### src/rtl/fetch_queue_pkg.sv
// Shared pipeline constants and the fetch-queue entry layout.
package fetch_queue_pkg;
  localparam int XLEN = 32;
  localparam logic [XLEN-1:0] NOP = 32'h0000_0013;  // addi x0,x0,0

  typedef struct packed {
    logic [XLEN-1:0] pc;
    logic [XLEN-1:0] instr;
  } fq_entry_t;
endpackage

### src/rtl/sync_fifo.sv
// Generic first-word-fall-through FIFO with synchronous clear.
// Caller must not push when full unless it also pops in the same cycle.
module sync_fifo #(
  parameter int WIDTH = 64,
  parameter int DEPTH = 2
) (
  input  logic                     clk,
  input  logic                     rst_n,
  input  logic                     clr,
  input  logic                     push,
  input  logic                     pop,
  input  logic [WIDTH-1:0]         wdata,
  output logic [WIDTH-1:0]         rdata,
  output logic [$clog2(DEPTH):0]   level,
  output logic                     empty,
  output logic                     full
);
  localparam int AW = $clog2(DEPTH);

  logic [DEPTH-1:0][WIDTH-1:0] mem;
  logic [AW-1:0]               wr_ptr, rd_ptr;

  assign rdata = mem[rd_ptr];
  assign empty = (level == '0);
  assign full  = (level == (AW+1)'(DEPTH));

  always_ff @(posedge clk or negedge rst_n) begin
    if (!rst_n) begin
      wr_ptr <= '0;
      rd_ptr <= '0;
      level  <= '0;
    end else if (clr) begin
      wr_ptr <= '0;
      rd_ptr <= '0;
      level  <= '0;
    end else begin
      if (push) wr_ptr <= wr_ptr + 1'b1;
      if (pop)  rd_ptr <= rd_ptr + 1'b1;
      level <= level + {{AW{1'b0}}, push} - {{AW{1'b0}}, pop};
    end
  end

  // Storage carries no reset; level gates every read.
  always_ff @(posedge clk) begin
    if (push && !clr) mem[wr_ptr] <= wdata;
  end
endmodule

### src/rtl/fetch_queue.sv
// Fetch-to-decode instruction queue: FWFT buffer plus flush, back-pressure
// and NOP-on-empty handling.
module fetch_queue
  import fetch_queue_pkg::*;
#(
  parameter int              DEPTH     = 2,
  parameter logic [XLEN-1:0] NOP_INSTR = NOP
) (
  input  logic                   clk,
  input  logic                   rst_n,
  input  logic [XLEN-1:0]        pc_f,
  input  logic [XLEN-1:0]        instruction_f,
  input  logic                   mem_valid_f,
  output logic                   stall_f,
  input  logic                   branch_d,
  input  logic                   pc_write_m,
  input  logic                   stall_d,
  output logic [XLEN-1:0]        pc_d,
  output logic [XLEN-1:0]        instruction_d,
  output logic                   valid_d,
  output logic [$clog2(DEPTH):0] level
);
  fq_entry_t wr_ent, rd_ent;
  logic      flush, full, empty, pop, push;

  assign flush  = branch_d | pc_write_m;
  assign pop    = valid_d & ~stall_d;
  assign push   = mem_valid_f & ~flush & (~full | pop);
  assign wr_ent = '{pc: pc_f, instr: instruction_f};

  sync_fifo #(
    .WIDTH($bits(fq_entry_t)),
    .DEPTH(DEPTH)
  ) u_fifo (
    .clk   (clk),
    .rst_n (rst_n),
    .clr   (flush),
    .push  (push),
    .pop   (pop),
    .wdata (wr_ent),
    .rdata (rd_ent),
    .level (level),
    .empty (empty),
    .full  (full)
  );

  assign valid_d       = ~empty;
  assign pc_d          = empty ? '0 : rd_ent.pc;
  assign instruction_d = empty ? NOP_INSTR : rd_ent.instr;

  // A redirect must never see stall_f high, since fetch would drop it.
  // Reset holds fetch regardless of the other inputs.
  assign stall_f = ~rst_n | (~flush & (~mem_valid_f | (full & ~pop)));
endmodule

### config.mk
export PLATFORM = sky130hd
export DESIGN_NAME = fetch_queue
export DESIGN_NICKNAME = d
export VERILOG_FILES = /design/src/rtl/fetch_queue_pkg.sv /design/src/rtl/sync_fifo.sv /design/src/rtl/fetch_queue.sv
export SDC_FILE = /design/constraint.sdc
export NUM_CORES = 1
export LEC_CHECK = 0
export BUFFER_PORTS_ARGS = -buffer_cell sky130_fd_sc_hd__buf_2
export CELL_PAD_IN_SITES_DETAIL_PLACEMENT = 0
export CELL_PAD_IN_SITES_GLOBAL_PLACEMENT = 1
export CORE_MARGIN = 4
export CORE_UTILIZATION = 46
export DETAILED_ROUTE_END_ITERATION = 8
export GPL_TIMING_DRIVEN = 0
export PLACE_DENSITY_LB_ADDON = 0.12
export SYNTH_ARGS = -nofsm -noshare
export SYNTH_HDL_FRONTEND = slang
export SYNTH_SLANG_ARGS = --single-unit
### constraint.sdc
create_clock -name clk -period 4.05 [get_ports clk]
set_input_delay 0.81 -clock clk [delete_from_list [all_inputs] [get_ports clk]]
set_output_delay 0.81 -clock clk [all_outputs]
set_load 0.02 [all_outputs]
# Word-level counts from Yosys, hierarchy flattened
# Cells that the tools add are included.
[word_totals]
in_bits = 70
reg_bits = 132
[op_classes]
muxes = 12
reduce_logical = 6
n_lt_le_gt_ge = 3
n_eq_ne = 1
addsub = 4
n_bitwise = 16
[ops]
columns = ["op", "n"]
rows = [
  ["$mux 64", 3],
  ["$bwmux 128", 1],
  ["$demux 64 s1", 1],
  ["$mux 32", 2],
  ["$not 1->1", 7],
  ["$and 1x1->1", 5],
  ["$lt 1x2->1 const B", 2],
  ["$mux 1", 4],
  ["$or 1x1->1", 4],
  ["$reduce_bool 2->1", 2],
  ["$add 1x1->1 const B", 2],
  ["$add 2x1->2", 1],
  ["$eq 2x2->1 const B", 1],
  ["$logic_and 1x1->1", 2],
  ["$logic_not 2->1", 1],
  ["$mux 2", 1],
  ["$sub 2x1->2", 1],
  ["$ge 1x1->1 const B", 1],
  ["$logic_not 1->1", 1],
]

# Longest topological paths before layout
[depth]
depth_word = 8
depth_mapped = 5
depth_no_buf = 5

# Hierarchy
# A second synthesis with hierarchy kept.
[hier_totals]
hier_cells = 297
hier_area_um2 = 5534.1
[modules_own_cells]
columns = ["module", "cells_per_inst", "seq_area_each_um2", "instances", "area_per_inst_um2"]
rows = [
  ["sync_fifo", 218, 3943.8, 1, 5037.3],
  ["fetch_queue", 79, 0.0, 1, 496.7],
]

# Worst setup path before layout
# Ideal clock, no wire load.
[synth_timing]
path_type = "input to register"
start = "input port pc_write_m"
end = "register u_fifo.mem[0] (netlist name) (enable)"
setup_time_ps = 429
arrival_time_ps = 2710
stages = 3
n_path_buf = 0
required_time_ps = 3621
path_slack_ps = 912
path_cell_list = "nor2_1 > and3_1 > and2_1"
[synth_via]
elab_chain_len = 5
[synth_rtl]
columns = ["item", "line_no", "rtl"]
rows = [
  ["start: declaration", "fetch_queue.sv:16", "input logic pc_write_m,"],
  ["$or 1x1->1 (*)", "fetch_queue.sv:26", "assign flush = branch_d | pc_write_m;"],
  ["$not 1->1", "fetch_queue.sv:28", "assign push = mem_valid_f & ~flush & (~full | pop);"],
  ["$and 1x1->1 (2 in series)", "fetch_queue.sv:28", ""],
  ["$logic_and 1x1->1 (*)", "sync_fifo.sv:45", "if (push && !clr) mem[wr_ptr] <= wdata;"],
  ["end signal: indexed assignment", "sync_fifo.sv:45", ""],
  ["end: declaration", "sync_fifo.sv:20", "logic [DEPTH-1:0][WIDTH-1:0] mem;"],
]
# Every way passes the cells marked *; elsewhere a longest branch is shown, timed or not.
# A chain may end at the register's enable or synchronous reset.

# Worst setup path in the final report
[layout_timing]
start = "register u_fifo.level[0]"
end = "output port pc_d[31]"
[layout_via]
elab_chain_len = 2
[layout_rtl]
columns = ["item", "line_no", "rtl"]
rows = [
  ["start: declaration", "sync_fifo.sv:14", "output logic [$clog2(DEPTH):0] level,"],
  ["start signal: assignment", "sync_fifo.sv:39", "level <= level + {{AW{1'b0}}, push} - {{AW{1'b0}}, pop};"],
  ["$logic_not 2->1", "sync_fifo.sv:24", "assign empty = (level == '0);"],
  ["$mux 32", "fetch_queue.sv:48", "assign pc_d = empty ? '0 : rd_ent.pc;"],
  ["end: declaration", "fetch_queue.sv:18", "output logic [XLEN-1:0] pc_d,"],
]
# Every way passes these cells.

==> results by group <==
Synth
  • Cell with the most instances after synthesis: edfxtp_1
  • Post-synth top area cell: edfxtp_1
  • Synth Instances: 296
  • Post-synth top area share: 75.8%
  • YS warnings: 0
  • Syn nets: between 300 and 400
  • Number of distinct library cells after synthesis: 23
  • Synthesized flop and latch total: ~130
  • Most used DFF post-synth: edfxtp_1
  • Ranking of synthesized cells by area: edfxtp_1 (76%), mux2i_1 (13%), nor2_1 (4.6%)
  • Async SR Flop Fraction: 3.03%
  • EDFF count, synth: 128
  • Most frequent cells after synthesis: edfxtp_1 (128), mux2i_1 (64), nor2_1 (62), buf_2 (6), buf_6 (6)
  • Sequential-to-total area share from yosys stat: 77.8%
  • Mapped Area: 0.00507 mm^2
  • Synthesized area per cell: 17.1 um^2

GRT
  • Grt ovf: 0
  • Largest net degree at the start of global routing: 65
  • Global-route wire length before repair: 14.6 mm
  • GRT Total Usage: 15.0%
  • Initial antenna violation count: 0
  • Vias in the first global route: 3020

Drt
  • 1st-iter DRT viols: 124
  • Antenna Nets Post-Route: 0
  • Wire per inst: 15.2 um
  • Via Count: 2922
  • DR vias/cell: 4.83
  • Drt pass-1 iters: 4
  • Final WL: 9.19 mm
  • Drc violations: 0

Finish
  • Reg area: approximately 0.004 mm^2
  • Final net count: 523
  • Design area: 0.00657 mm^2
  • Footprint of the multi-input gates: just over 0.001 mm^2
  • Layout cells sized above 1: between 30% and 40%
  • # diodes: 0
  • P&R area growth vs syn: 29.5%
  • Non-Filler Instances: 605
  • Fillcell total: roughly 840

Worst setup path
  • Buffers and inverters on the worst path: 2
  • Cell repeated most along the worst path: buf_2
  • CP max FO: 10
  • Worst EP required: 3.24 ns
  • CP max-delay cell: nor2_2
  • Startpoint types: flip-flop
  • Crit Path Class: reg2out
  • CP delay by family, top: simple AND/OR/NAND/NOR gates
  • Critical Path Max Stage Delay: 0.47 ns
  • CP cell instances: nor2_2 > buf_2 > nor2_1 > buf_2
  • Crit end category: output port
  • CP arrival: approximately 2.0 ns

STA
  • Slew @ Worst Pin: approximately 0.89 ns
  • FMAX: between 0.3 and 0.4 GHz
  • Clock Skew: approximately 0.0099 ns
  • Hold Fails Final Rpt: 0
  • Fin worst setup slack: about 1.2 ns
  • Slew headroom: 40.9%
  • Setup-failing EPs final: 0
  • Max Slew Vio Count: 0
  • Min Clock Period, post-route: around 2.8 ns
  • Final period util: 69.5%
  • RSZ-0062 raised after global routing: no

Job
  • Maxcap violations: 0

Placement
  • Routability cong.: 0.740
  • Cells after DPL: 573
  • Pre-CTS WS: 1.38 ns
  • Detailed placement HPWL: 6.03 mm
  • Input/output buffers: between 100 and 150
  • DP Area: 0.00594 mm^2

Floorplanning
  • Chip height: ~110 um
  • FP Rows: 38
  • Die Wd: around 110 um
  • Initial Util: 47.0%
  • IO Pins: 138
  • Std-Cell Core Area: approximately 0.011 mm^2
  • Die area: 0.0128 mm^2

Clock network
  • Clock sink total: 132
  • Worst-Skew Late Latency: approximately 0.50 ns
  • Clk pin slew, worst setup/hold paths: 0.06 ns
  • Clk buf depth: 2
  • Root Driver: clkbuf_8
  • # resized after CTS: 0
  • Post-CTS repair timing setup buffer count: 0
  • CTS tree: done
  • Total CTS buffers: 17
  • Post-CTS Hold Fix Bufs: 0
  • Htree depth: 4

Pwr
  • Pleak: 2.47 nW
  • VDD IR-drop max: 251 uV
  • Pwr dens: 489 mW/mm^2

Status
  • Outcome: completed

Hold path
  • HP Class: in2async
## state kept, by name (all words and copies together) (netlist names)
register and flops:
u_fifo.level 2, u_fifo.wr_ptr 1, u_fifo.mem 128, u_fifo.rd_ptr 1
## cell usage in the layout, fill, tap and decap left out
cell        synthesis  final
a21boi_1            1      1
and2_1              4      2
and2_4              0      2
and3_1              1      1
buf_2               6    143
buf_4               1      1
buf_6               6      6
bufinv_16           0      4
clkbuf_1            0      3
clkbuf_16           0     16
clkbuf_8            0      5
clkinv_2            0      1
clkinvlp_4          0      3
dfrtp_1             4      4
edfxtp_1          128    128
ha_1                1      1
inv_1               2      2
mux2i_1            64     64
nand2_1             5      5
nand2b_1            1      1
nand3b_1            1      1
nor2_1             62     62
nor2_2              1      1
nor3_1              1      1
o21ai_0             2      2
o21ai_1             1      1
o2bb2ai_1           1      1
o31ai_1             1      1
or3_1               1      1
xor2_1              1      1
## worst reg2reg max path: stages, from the launching register on
cell and delay (ns):
dfrtp_1 0.44, nand3b_1 0.16, and3_1 0.23, and2_4 0.76
## through the flow
stage               total power [mW]  hold WS [ns]  util [%]  setup TNS (ns)
floorplan                       1.61         0.505         -               0
global placement                1.66         0.515      55.0          -24.15
detailed placement              1.67         0.542      55.0               0
CTS                             3.24        0.0953      60.8               0
global route                    3.33        0.0920      60.8               0
finish                          3.21         0.112      60.8               0
## routing by layer
metal  global-route usage, %  part of all wire [%]
met2                    25.0                    51
met1                    17.8                    40
met4                    5.77                   1.3
met5                       0                     0
met3                    5.45                   7.4
## power breakdown
part           total, mW  internal, mW  switching, mW
clock               1.57          1.06          0.510
combinational      0.103        0.0422         0.0603
sequential          1.53          1.53        0.00563
## final timing paths
check	startpoint	to	slack [ns]	cells after the start
worst max-delay path	u_fifo.level[0]$_DFF_PN0_	pc_d[31]	1.23	4
worst max register to register	u_fifo.level[0]$_DFF_PN0_	u_fifo.mem[6]$_DFFE_PP_	2.06	3
worst min-delay path	rst_n	u_fifo.level[1]$_DFF_PN0_	0.11	1
worst min register to register	u_fifo.wr_ptr$_DFFE_PN0P_	u_fifo.wr_ptr$_DFFE_PN0P_	0.55	2
min in group clk	instruction_f[1]	u_fifo.mem[1]$_DFFE_PP_	0.49	1
max in group asynchronous	rst_n	u_fifo.rd_ptr$_DFFE_PN0P_	3.80	1
## cell type report
class                      instances  area share [%]
sequential                       132            60.1
inverter                           2           0.114
tap                              140            2.67
timing repair buffer             137            10.4
multi-input combinational        149            15.5
clock inverter                     8            2.25
clock buffer                      24            7.32
buffer                            13            1.60
## kinds of logic (layout without fill, tap and decap cells)
| logic type | count (synthesis) | after routing | synth area share, % |
|---|---|---|---|
| mux | 64 | 64 | 12.6 |
| simple gates | 77 | 77 | 6.19 |
| flops | 132 | 132 | 77.8 |
| xor+xnor | 1 | 1 | 0.173 |
| compound gates | 6 | 6 | 0.765 |
| buf+inv | 15 | 184 | 2.22 |
| fa+ha+maj | 1 | 1 | 0.247 |
Power figures use the tool's default switching activity.
